<file path="config.mk">
export PLATFORM = sky130hd
export DESIGN_NAME = hex_ascii_serializer
export DESIGN_NICKNAME = d
export VERILOG_FILES = /design/src/rtl/uart_ascii_pkg.sv /design/src/rtl/hex_ascii_serializer_enc.sv /design/src/rtl/hex_ascii_serializer.sv
export SDC_FILE = /design/constraint.sdc
export NUM_CORES = 1
export LEC_CHECK = 0
export BUFFER_PORTS_ARGS = -buffer_cell sky130_fd_sc_hd__buf_2
export CORE_MARGIN = 2
export CORE_UTILIZATION = 52
export DETAILED_ROUTE_END_ITERATION = 10
export GPL_TIMING_DRIVEN = 0
export PLACE_DENSITY = 0.79
export SLEW_MARGIN = 20
export SYNTH_ARGS = -nofsm -noshare
export SYNTH_HDL_FRONTEND = slang
export SYNTH_HIERARCHICAL = 1
export SYNTH_SLANG_ARGS = --single-unit
</file>
<file path="constraint.sdc">
create_clock -name CLK -period 3.4 [get_ports CLK]
set_clock_uncertainty 0.15 [all_clocks]
set_input_delay 0.34 -clock CLK [delete_from_list [all_inputs] [get_ports CLK]]
set_output_delay 0.34 -clock CLK [all_outputs]
set_load 0.05 [all_outputs]
</file>
<file path="src/rtl/uart_ascii_pkg.sv">
// Shared ASCII constants, serializer state encoding and the hex-digit encoder
// used by the UART readback paths.
package uart_ascii_pkg;

  localparam logic [7:0] ASCII_0    = 8'h30;
  localparam logic [7:0] ASCII_UC_A = 8'h41;
  localparam logic [7:0] ASCII_LC_A = 8'h61;
  localparam logic [7:0] ASCII_CR   = 8'h0D;
  localparam logic [7:0] ASCII_LF   = 8'h0A;

  typedef enum logic [2:0] {
    IDLE  = 3'd0,
    DIGIT = 3'd1,
    CR    = 3'd2,
    LF    = 3'd3,
    FIN   = 3'd4
  } ser_state_e;

  // Every code produced here must decode back to the same nibble on the receive side.
  function automatic logic [7:0] nibble_to_ascii(input logic [3:0] nibble, input logic upper);
    logic [7:0] code;
    if (nibble < 4'd10) begin
      code = ASCII_0 + {4'h0, nibble};
    end else if (upper) begin
      code = ASCII_UC_A + {4'h0, nibble - 4'd10};
    end else begin
      code = ASCII_LC_A + {4'h0, nibble - 4'd10};
    end
    return code;
  endfunction

endpackage

</file>
<file path="src/rtl/hex_ascii_serializer_enc.sv">
// Combinational nibble-to-ASCII hex encoder, shared with other readback paths.
module hex_nibble_to_ascii
  import uart_ascii_pkg::*;
#(
  parameter bit UPPER_CASE = 1'b1
) (
  input  logic [3:0] nibble,
  output logic [7:0] code
);

  assign code = nibble_to_ascii(nibble, UPPER_CASE);

endmodule

</file>
<file path="src/rtl/hex_ascii_serializer.sv">
// Serializes a latched binary word as ASCII hex characters (MSB nibble first),
// optionally followed by CR/LF, over a valid/ready byte handshake.
module hex_ascii_serializer
  import uart_ascii_pkg::*;
#(
  parameter int NIBBLES     = 4,
  parameter bit UPPER_CASE  = 1'b1,
  parameter bit APPEND_CRLF = 1'b1
) (
  input  logic                   CLK,
  input  logic                   RST_N,
  input  logic [4*NIBBLES-1:0]   DATA,
  input  logic                   START,
  output logic                   BUSY,
  output logic [7:0]             CHAR,
  output logic                   CHAR_VLD,
  input  logic                   CHAR_RDY,
  output logic                   DONE
);

  localparam int W  = 4 * NIBBLES;
  localparam int CW = (NIBBLES > 1) ? $clog2(NIBBLES) : 1;
  localparam logic [CW-1:0] CNT_LOAD = CW'(NIBBLES - 1);
  localparam logic [CW-1:0] CNT_ONE  = CW'(1);
  localparam logic [CW-1:0] CNT_ZERO = CW'(0);

  ser_state_e    state_r;
  ser_state_e    state_s;
  logic [W-1:0]  shift_r;
  logic [W-1:0]  shift_s;
  logic [CW-1:0] cnt_r;
  logic [CW-1:0] cnt_s;
  logic [7:0]    char_r;
  logic [7:0]    char_s;
  logic          vld_r;
  logic          vld_s;
  logic          busy_r;
  logic          busy_s;
  logic          done_r;
  logic          done_s;
  logic [7:0]    top_code_s;
  logic          handshake_s;

  assign handshake_s = vld_r & CHAR_RDY;

  // Outputs are registered from the next-state view, so the encoder looks at
  // the next shift-register contents.
  hex_nibble_to_ascii #(
    .UPPER_CASE(UPPER_CASE)
  ) u_enc (
    .nibble(shift_s[W-1 -: 4]),
    .code  (top_code_s)
  );

  // Next-state and datapath update logic.
  always_comb begin
    state_s = state_r;
    shift_s = shift_r;
    cnt_s   = cnt_r;
    case (state_r)
      IDLE: begin
        if (START) begin
          state_s = DIGIT;
          shift_s = DATA;
          cnt_s   = CNT_LOAD;
        end else begin
          state_s = IDLE;
        end
      end
      DIGIT: begin
        if (handshake_s) begin
          shift_s = shift_r << 3'd4;
          cnt_s   = cnt_r - CNT_ONE;
          if (cnt_r != CNT_ZERO) begin
            state_s = DIGIT;
          end else if (APPEND_CRLF) begin
            state_s = CR;
          end else begin
            state_s = FIN;
          end
        end else begin
          state_s = DIGIT;
        end
      end
      CR: begin
        if (handshake_s) begin
          state_s = LF;
        end else begin
          state_s = CR;
        end
      end
      LF: begin
        if (handshake_s) begin
          state_s = FIN;
        end else begin
          state_s = LF;
        end
      end
      FIN:     state_s = IDLE;
      default: state_s = IDLE;
    endcase
  end

  // Output values the registers will present in the next state.
  always_comb begin
    char_s = 8'h00;
    vld_s  = 1'b0;
    busy_s = 1'b1;
    done_s = 1'b0;
    case (state_s)
      IDLE:  busy_s = 1'b0;
      DIGIT: begin
        char_s = top_code_s;
        vld_s  = 1'b1;
      end
      CR: begin
        char_s = ASCII_CR;
        vld_s  = 1'b1;
      end
      LF: begin
        char_s = ASCII_LF;
        vld_s  = 1'b1;
      end
      FIN:     done_s = 1'b1;
      default: busy_s = 1'b0;
    endcase
  end

  // State, datapath and registered outputs with synchronous active-low reset.
  always_ff @(posedge CLK) begin
    if (!RST_N) begin
      state_r <= IDLE;
      shift_r <= '0;
      cnt_r   <= '0;
      char_r  <= 8'h00;
      vld_r   <= 1'b0;
      busy_r  <= 1'b0;
      done_r  <= 1'b0;
    end else begin
      state_r <= state_s;
      shift_r <= shift_s;
      cnt_r   <= cnt_s;
      char_r  <= char_s;
      vld_r   <= vld_s;
      busy_r  <= busy_s;
      done_r  <= done_s;
    end
  end

  assign CHAR     = char_r;
  assign CHAR_VLD = vld_r;
  assign BUSY     = busy_r;
  assign DONE     = done_r;

endmodule

</file>
==> results of run 1 <==
critical path, cell delays in order (launching register included):
cell	delay, ns
dfxtp_1	0.36
and3_1	0.21
buf_6	0.14
and2_1	0.15
buf_4	0.15
a222oi_1	0.29
inv_1	0.20
inv_1	0.13
ha_1	0.26
xor2_1	0.17
a21oi_1	0.15
nand2_1	0.06
o21ai_0	0.15
cell usage in the layout, fill, tap and decap left out, drive strengths merged:
cell type  instances
dfxtp             32
ha                 3
a222oi            12
nand2b             1
conb               1
a31o               2
and3               2
xor2               1
o2111ai            1
nor2              16
buf               36
a211oi             1
mux2               1
nor2b              3
nor3               4
mux2i              1
o21ai              4
nand2              9
a21oi              8
or3                1
clkbuf            11
or3b               1
and2               7
o21a               3
o311ai             1
inv               14
and4               2
xnor2              1
nand3              6
area by class of cell:
| class | instances | area share [%] |
|---|---|---|
| Sequential cell | 32 | 39.3 |
| Multi-Input combinational cell | 92 | 38.3 |
| Timing Repair Buffer | 29 | 8.91 |
| Buffer | 10 | 4.30 |
| Clock buffer | 8 | 3.61 |
| Inverter | 14 | 3.23 |
| Tap cell | 30 | 2.30 |
synthesized netlist by cell type, types with 2 or more instances:
cell | instances | area, um^2
nor2_1 | 15 | 56.3
and2_1 | 7 | 43.8
a21oi_1 | 8 | 40.0
and4_1 | 2 | 17.5
dfxtp_1 | 32 | 641
o21a_1 | 3 | 22.5
nand2_1 | 9 | 33.8
nor2b_1 | 3 | 18.8
buf_6 | 3 | 33.8
and3_1 | 2 | 12.5
nor3_1 | 3 | 15.0
clkbuf_1 | 3 | 11.3
a222oi_1 | 12 | 120
nand3_1 | 6 | 30.0
o21ai_4 | 2 | 32.5
buf_2 | 2 | 10.0
inv_1 | 14 | 52.6
buf_4 | 2 | 15.0
ha_1 | 3 | 37.5
o21ai_0 | 2 | 10.0
flip-flops by register name, summed over array words and instances (netlist names):
register,count
shift_r,16
CHAR_VLD,1
CHAR,8
cnt_r,2
state_r,3
DONE,1
BUSY,1
per-stage QoR:
| stage | util [%] | instance area, um^2 | hold WS, ns |
|---|---|---|---|
| CTS | 65.2 | 1630 | 0.0857 |
| global route | 65.2 | 1630 | 0.0995 |
| detailed placement | 62.8 | 1570 | 0.315 |
| floorplan | - | 1390 | 0.297 |
| finish | 65.2 | 1630 | 0.0903 |
| global placement | 62.8 | 1570 | 0.308 |
final timing paths:
| kind | startpoint | to | depth (start not counted) |
|---|---|---|---|
| worst max-delay path | state_r[0] | CHAR[2] | 12 |
| worst min-delay path | DATA[3] | shift_r[3] | 3 |
| worst max register to register | state_r[0] | CHAR[2] | 12 |
| worst min register to register | shift_r[1] | shift_r[1] | 2 |
cell families (layout without fill, tap and decap cells):
group	after synthesis	count (layout)	synth area share, %
AOI/OAI and AO/OA	32	32	19.8
xor gates and xnor gates	2	2	1.26
adders and majority gates	3	3	2.71
buffers and inverters	24	61	8.84
DFF	32	32	46.2
muxes	2	2	1.80
other	1	1	0.270
and+or+nand+nor	52	52	19.1
power by group through the flow:
stage	Clock [W]	Sequential, W	Combinational (W)
global route	0.000246	0.000416	0.000197
floorplan	0	0.000457	0.000103
finish	0.000226	0.000414	0.000180
CTS	0.000230	0.000414	0.000181
global placement	0	0.000421	0.000174
detailed placement	0	0.000423	0.000180
metal layers:
| metal | vias up | track usage [%] | part of all wire [%] | wire length [um] |
|---|---|---|---|---|
| met1 | 522 | 20.1 | 42 | 1150 |
| met4 | 0 | 10.5 | 2.4 | 66 |
| met5 | - | 0 | 0 | 0 |
| met2 | 41 | 31.5 | 49 | 1320 |
| met3 | 8 | 5.35 | 6.5 | 176 |
| li1 | 593 | - | - | - |
==> flow_metrics.py, run 1 <==
metrics = {
    "clock_network": {
        "ctsResizeCount": 0,
        "clkTransAtPathRegs_ns": 0.10,
        "cts-root-buf": "clkbuf_4",
        "worstSkewPairLatency_ns": 0.33,
        "numCtsBuffers": 5,
        "htreeDepth": 2,
        "cts_hold_buf": 0,
        "post_cts_buffers": 0,
        "clkSinkCount": 32,
        "cts_max_path_buffers": 2,
        "cts_tree": "yes",
    },
    "drt": {
        "drc": 0,
        "vias_per_cell": 5.41,
        "drt-wirelength-per-cell_um": 12.6,
        "drt_pass1_iterations": 4,
        "routed_wl_mm": 2.70,
        "drt_iter0_drc": 53,
        "vias": 1164,
        "antenna_left": 0,
    },
    "sta": {
        "layout_min_cycle_time_ns": 2.65,
        "layout_setup_ws_ns": 0.754,
        "drv_slew": 0,
        "fin_crit_sh_pct": 77.8,
        "rsz0062_at_grt": "false",
        "max_freq_mhz": 378,
        "setup_tns_ns": 0,
        "finalSetupViolations": 0,
        "hold_viol_final": 0,
    },
    "grt": {
        "grt_pass1_vias": 1082,
        "antenna_found_initial": 0,
        "grt_pass1_wl_mm": 4.42,
        "gr-usage-all-layers_pct": 18.4,
        "grt_max_degree": 11,
        "grt_remaining_overflow": 0,
    },
    "finish": {
        "nNetsFinal": 207,
        "area_growth_pct": 17.4,
        "layout-drive-gt1-share_pct": 27.0,
        "regArea_um2": 641,
        "diodes": 0,
        "n_fill_cell": 215,
        "fin_cells": 215,
        "multiInputGateArea_um2": 624,
    },
    "floorplanning": {
        "core_um2": 2500,
        "dieWidth_um": 55.7,
        "fp.dieArea_um2": 3100,
        "fp-row-count": 18,
        "io_pins": 31,
        "die_y_um": 55.7,
        "start_util_pct": 55.5,
    },
    "placed_design": {
        "dpl_worst_slack_ns": 0.709,
        "port_buffers": 29,
        "gp_congestion": 0.742,
        "dp_cells": 207,
        "hpwl_mm": 2.06,
    },
    "pwr": {
        "p_switching_w": 0.000248,
        "power_density_nw_per_um2": 503,
        "cell_internal_pwr_w": 0.000572,
        "clkPwrFrac_pct": 27.6,
        "combinationalPowerShare_pct": 22.0,
        "power_w": 0.000820,
        "sw_frac_of_total_pct": 30.2,
        "seq_power_share_pct": 50.4,
        "ir_worst_vdd_mv": 0.342,
        "p_leak_nw": 0.753,
    },
    "yosys": {
        "syn_inst": 148,
        "synth_flop_cell": "dfxtp_1",
        "ys_ff_latch": 32,
        "synth_cell_types": 35,
        "yosysSeqAreaShare_pct": 46.2,
        "yosys_warnings": 6,
        "syn-num-nets": 171,
        "synth_area_um2": 1390,
        "synth_edf_count": 0,
        "avgSynthCellArea_um2": 9.38,
        "async_flop_share_pct": 0,
    },
    "setup_path": {
        "critPathArrivalTime_ns": 2.76,
        "worst_setup_path_start_kind": "register",
        "crit_path_end_kind": "register",
        "cp_max_fo": 7,
        "critical_path_class": "reg2reg",
        "ff2ff_setup_slack_ns": 0.75,
        "worstPathRequired_ns": 3.51,
    },
    "min_path": {
        "hold_path.class": "in2reg",
    },
    "run": {
        "cap_violations": 0,
    },
    "run_status": {
        "status": "complete, no violations",
    },
}
(Power assumes the default switching activity.)
==> run 2: changes to the inputs <==
==> constraint.sdc (replaced) <==
create_clock -name CLK -period 2.65 [get_ports CLK]
set_clock_uncertainty 0.15 [all_clocks]
set_input_delay 0.265 -clock CLK [delete_from_list [all_inputs] [get_ports CLK]]
set_output_delay 0.265 -clock CLK [all_outputs]
set_load 0.05 [all_outputs]
==> flow_metrics.py, run 2 (synthesis gave the netlist of run 1 again) <==
metrics = {
    "drt": {
        "drt_pass1_iterations": 5,
        "antenna_left": 0,
        "drt-wirelength-per-cell_um": 13.0,
        "vias_per_cell": 5.53,
        "routed_wl_mm": 2.80,
        "vias": 1195,
        "drc": 0,
        "drt_iter0_drc": 53,
    },
    "floorplanning": {
        "io_pins": 31,
        "dieWidth_um": 55.7,
        "die_y_um": 55.7,
        "core_um2": 2500,
        "fp.dieArea_um2": 3100,
        "start_util_pct": 55.5,
        "fp-row-count": 18,
    },
    "setup_path": {
        "crit_start": "state_r[0]",
        "path_cells": "and3_4 -> buf_6 -> and2_1 -> a222oi_1 -> inv_1 -> inv_2 -> ha_4 -> xor2_1 -> a21oi_1 -> nand2_1 -> o21ai_1",
        "cp_max_fo": 7,
        "r2r_start": "state_r[0]",
        "slowest_delay_ns": 0.37,
        "worstPathRequired_ns": 2.77,
        "worst_setup_path_start_kind": "register",
        "critical_path_class": "reg2reg",
        "reg2reg_to": "CHAR[2]",
        "critPathArrivalTime_ns": 2.57,
        "ff2ff_setup_slack_ns": 0.20,
        "crit_slowest_cell": "dfxtp_4",
        "r2r_cells": 11,
        "crit_path_end_kind": "register",
    },
    "run": {
        "cap_violations": 0,
    },
    "sta": {
        "drv_slew": 0,
        "setup_tns_ns": 0,
        "finalSetupViolations": 0,
        "fin_crit_sh_pct": 92.4,
        "max_freq_mhz": 408,
        "layout_min_cycle_time_ns": 2.45,
        "layout_setup_ws_ns": 0.201,
        "hold_viol_final": 0,
        "rsz0062_at_grt": "false",
    },
    "finish": {
        "layout-drive-gt1-share_pct": 30.6,
        "top_register": "shift_r",
        "multiInputGateArea_um2": 642,
        "final_common_cell": "buf_2",
        "fin_cells": 216,
        "finalCoreUtilization_pct": 66.4,
        "area_growth_pct": 19.6,
        "largest_reg_flops": 16,
        "final_cell_mix": "buf_2 (31), dfxtp_1 (30), nor2_1 (15), inv_1 (12), a222oi_1 (12)",
        "n_fill_cell": 213,
        "regArea_um2": 646,
        "diodes": 0,
        "nNetsFinal": 208,
    },
    "grt": {
        "grt_pass1_wl_mm": 4.42,
        "grt_pass1_vias": 1085,
        "gr-usage-all-layers_pct": 18.4,
        "grt_max_degree": 11,
        "antenna_found_initial": 0,
        "grt_remaining_overflow": 0,
    },
    "min_path": {
        "hold_path.class": "in2reg",
        "worstHoldPathCells": 3,
        "hp-start": "DATA[3]",
        "min_to": "shift_r[3]",
    },
    "pwr": {
        "p_leak_nw": 0.758,
        "seq_power_share_pct": 49.8,
        "p_switching_w": 0.000325,
        "sw_frac_of_total_pct": 30.5,
        "cell_internal_pwr_w": 0.000741,
        "ir_worst_vdd_mv": 0.449,
        "clkPwrFrac_pct": 27.4,
        "power_density_nw_per_um2": 643,
        "power_w": 0.00107,
        "combinationalPowerShare_pct": 22.8,
    },
    "clock_network": {
        "cts-root-buf": "clkbuf_4",
        "cts_max_path_buffers": 2,
        "worstSkewPairLatency_ns": 0.33,
        "numCtsBuffers": 5,
        "clkSinkCount": 32,
        "clkTransAtPathRegs_ns": 0.10,
        "cts_hold_buf": 0,
        "htreeDepth": 2,
        "cts_tree": "yes",
    },
    "placed_design": {
        "port_buffers": 29,
        "gp_congestion": 0.742,
        "dp_cells": 207,
        "dpl_worst_slack_ns": 0.0190,
        "hpwl_mm": 2.06,
    },
    "run_status": {
        "status": "complete, no violations",
    },
}
-- run 2: cell types whose count changed in the layout (fill, tap and decap cells not counted), sizes merged --
| cell | delta |
|---|---|
| buf | +1 |
-- run 2: worst max-delay path by stage --
stage | to | slack, ns
2_1_floorplan | CHAR[2] | 0.02
3_3_place_gp | CHAR[2] | 0.08
3_5_place_dp | CHAR[2] | 0.02
4_1_cts | CHAR[2] | 0.04
5_1_grt | CHAR[2] | 0.01
6_report | CHAR[2] | 0.20
-- run 2: layout make-up --
type,instances,area share (%)
plain buffers,9,3.77
clock buffers,8,3.54
inverters,14,3.17
multi-input cells,92,38.7
flip-flops and latches,32,38.9
well taps,30,2.26
repair buffers,31,9.65
-- run 2: routing by layer --
layer / share of wire (%) / routed length, um / GRT usage (%)
met1: 42 / 1180 / 20.1
met2: 49 / 1380 / 31.6
met3: 6.2 / 174 / 5.35
met4: 2.4 / 66 / 10.5
met5: 0 / 0 / 0
-- run 2: worst max-delay path, delay by kind of cell (launching register included) --
family | cells | cell delay [ns]
XOR/XNOR | 1 | 0.16
AO/OA/AOI/OAI | 3 | 0.61
buffers and inverters | 3 | 0.42
flip-flops | 1 | 0.37
adder cells (fa/ha/maj) | 1 | 0.20
AND/OR/NAND/NOR | 3 | 0.47
-- run 2: through the flow --
stage	cell area (um^2)	hold WS [ns]
4_1_cts	1640	0.0107
2_1_floorplan	1390	0.251
3_5_place_dp	1570	0.315
3_3_place_gp	1570	0.308
6_report	1660	0.0133
5_1_grt	1660	0.0245
-- run 2: power by group through the flow --
stage	clock network, W	registers [W]	logic, W
after detailed placement	0	0.000542	0.000231
after CTS	0.000296	0.000531	0.000234
after global routing	0.000319	0.000535	0.000266
final	0.000292	0.000531	0.000244
after global placement	0	0.000541	0.000224
after floorplan	0	0.000586	0.000132
-- run 2: repair_timing --
item,CTS,global route
setup endpoints to repair,1,1
setup buffers,1,1
pin swaps,0,4
resized for setup,0,8
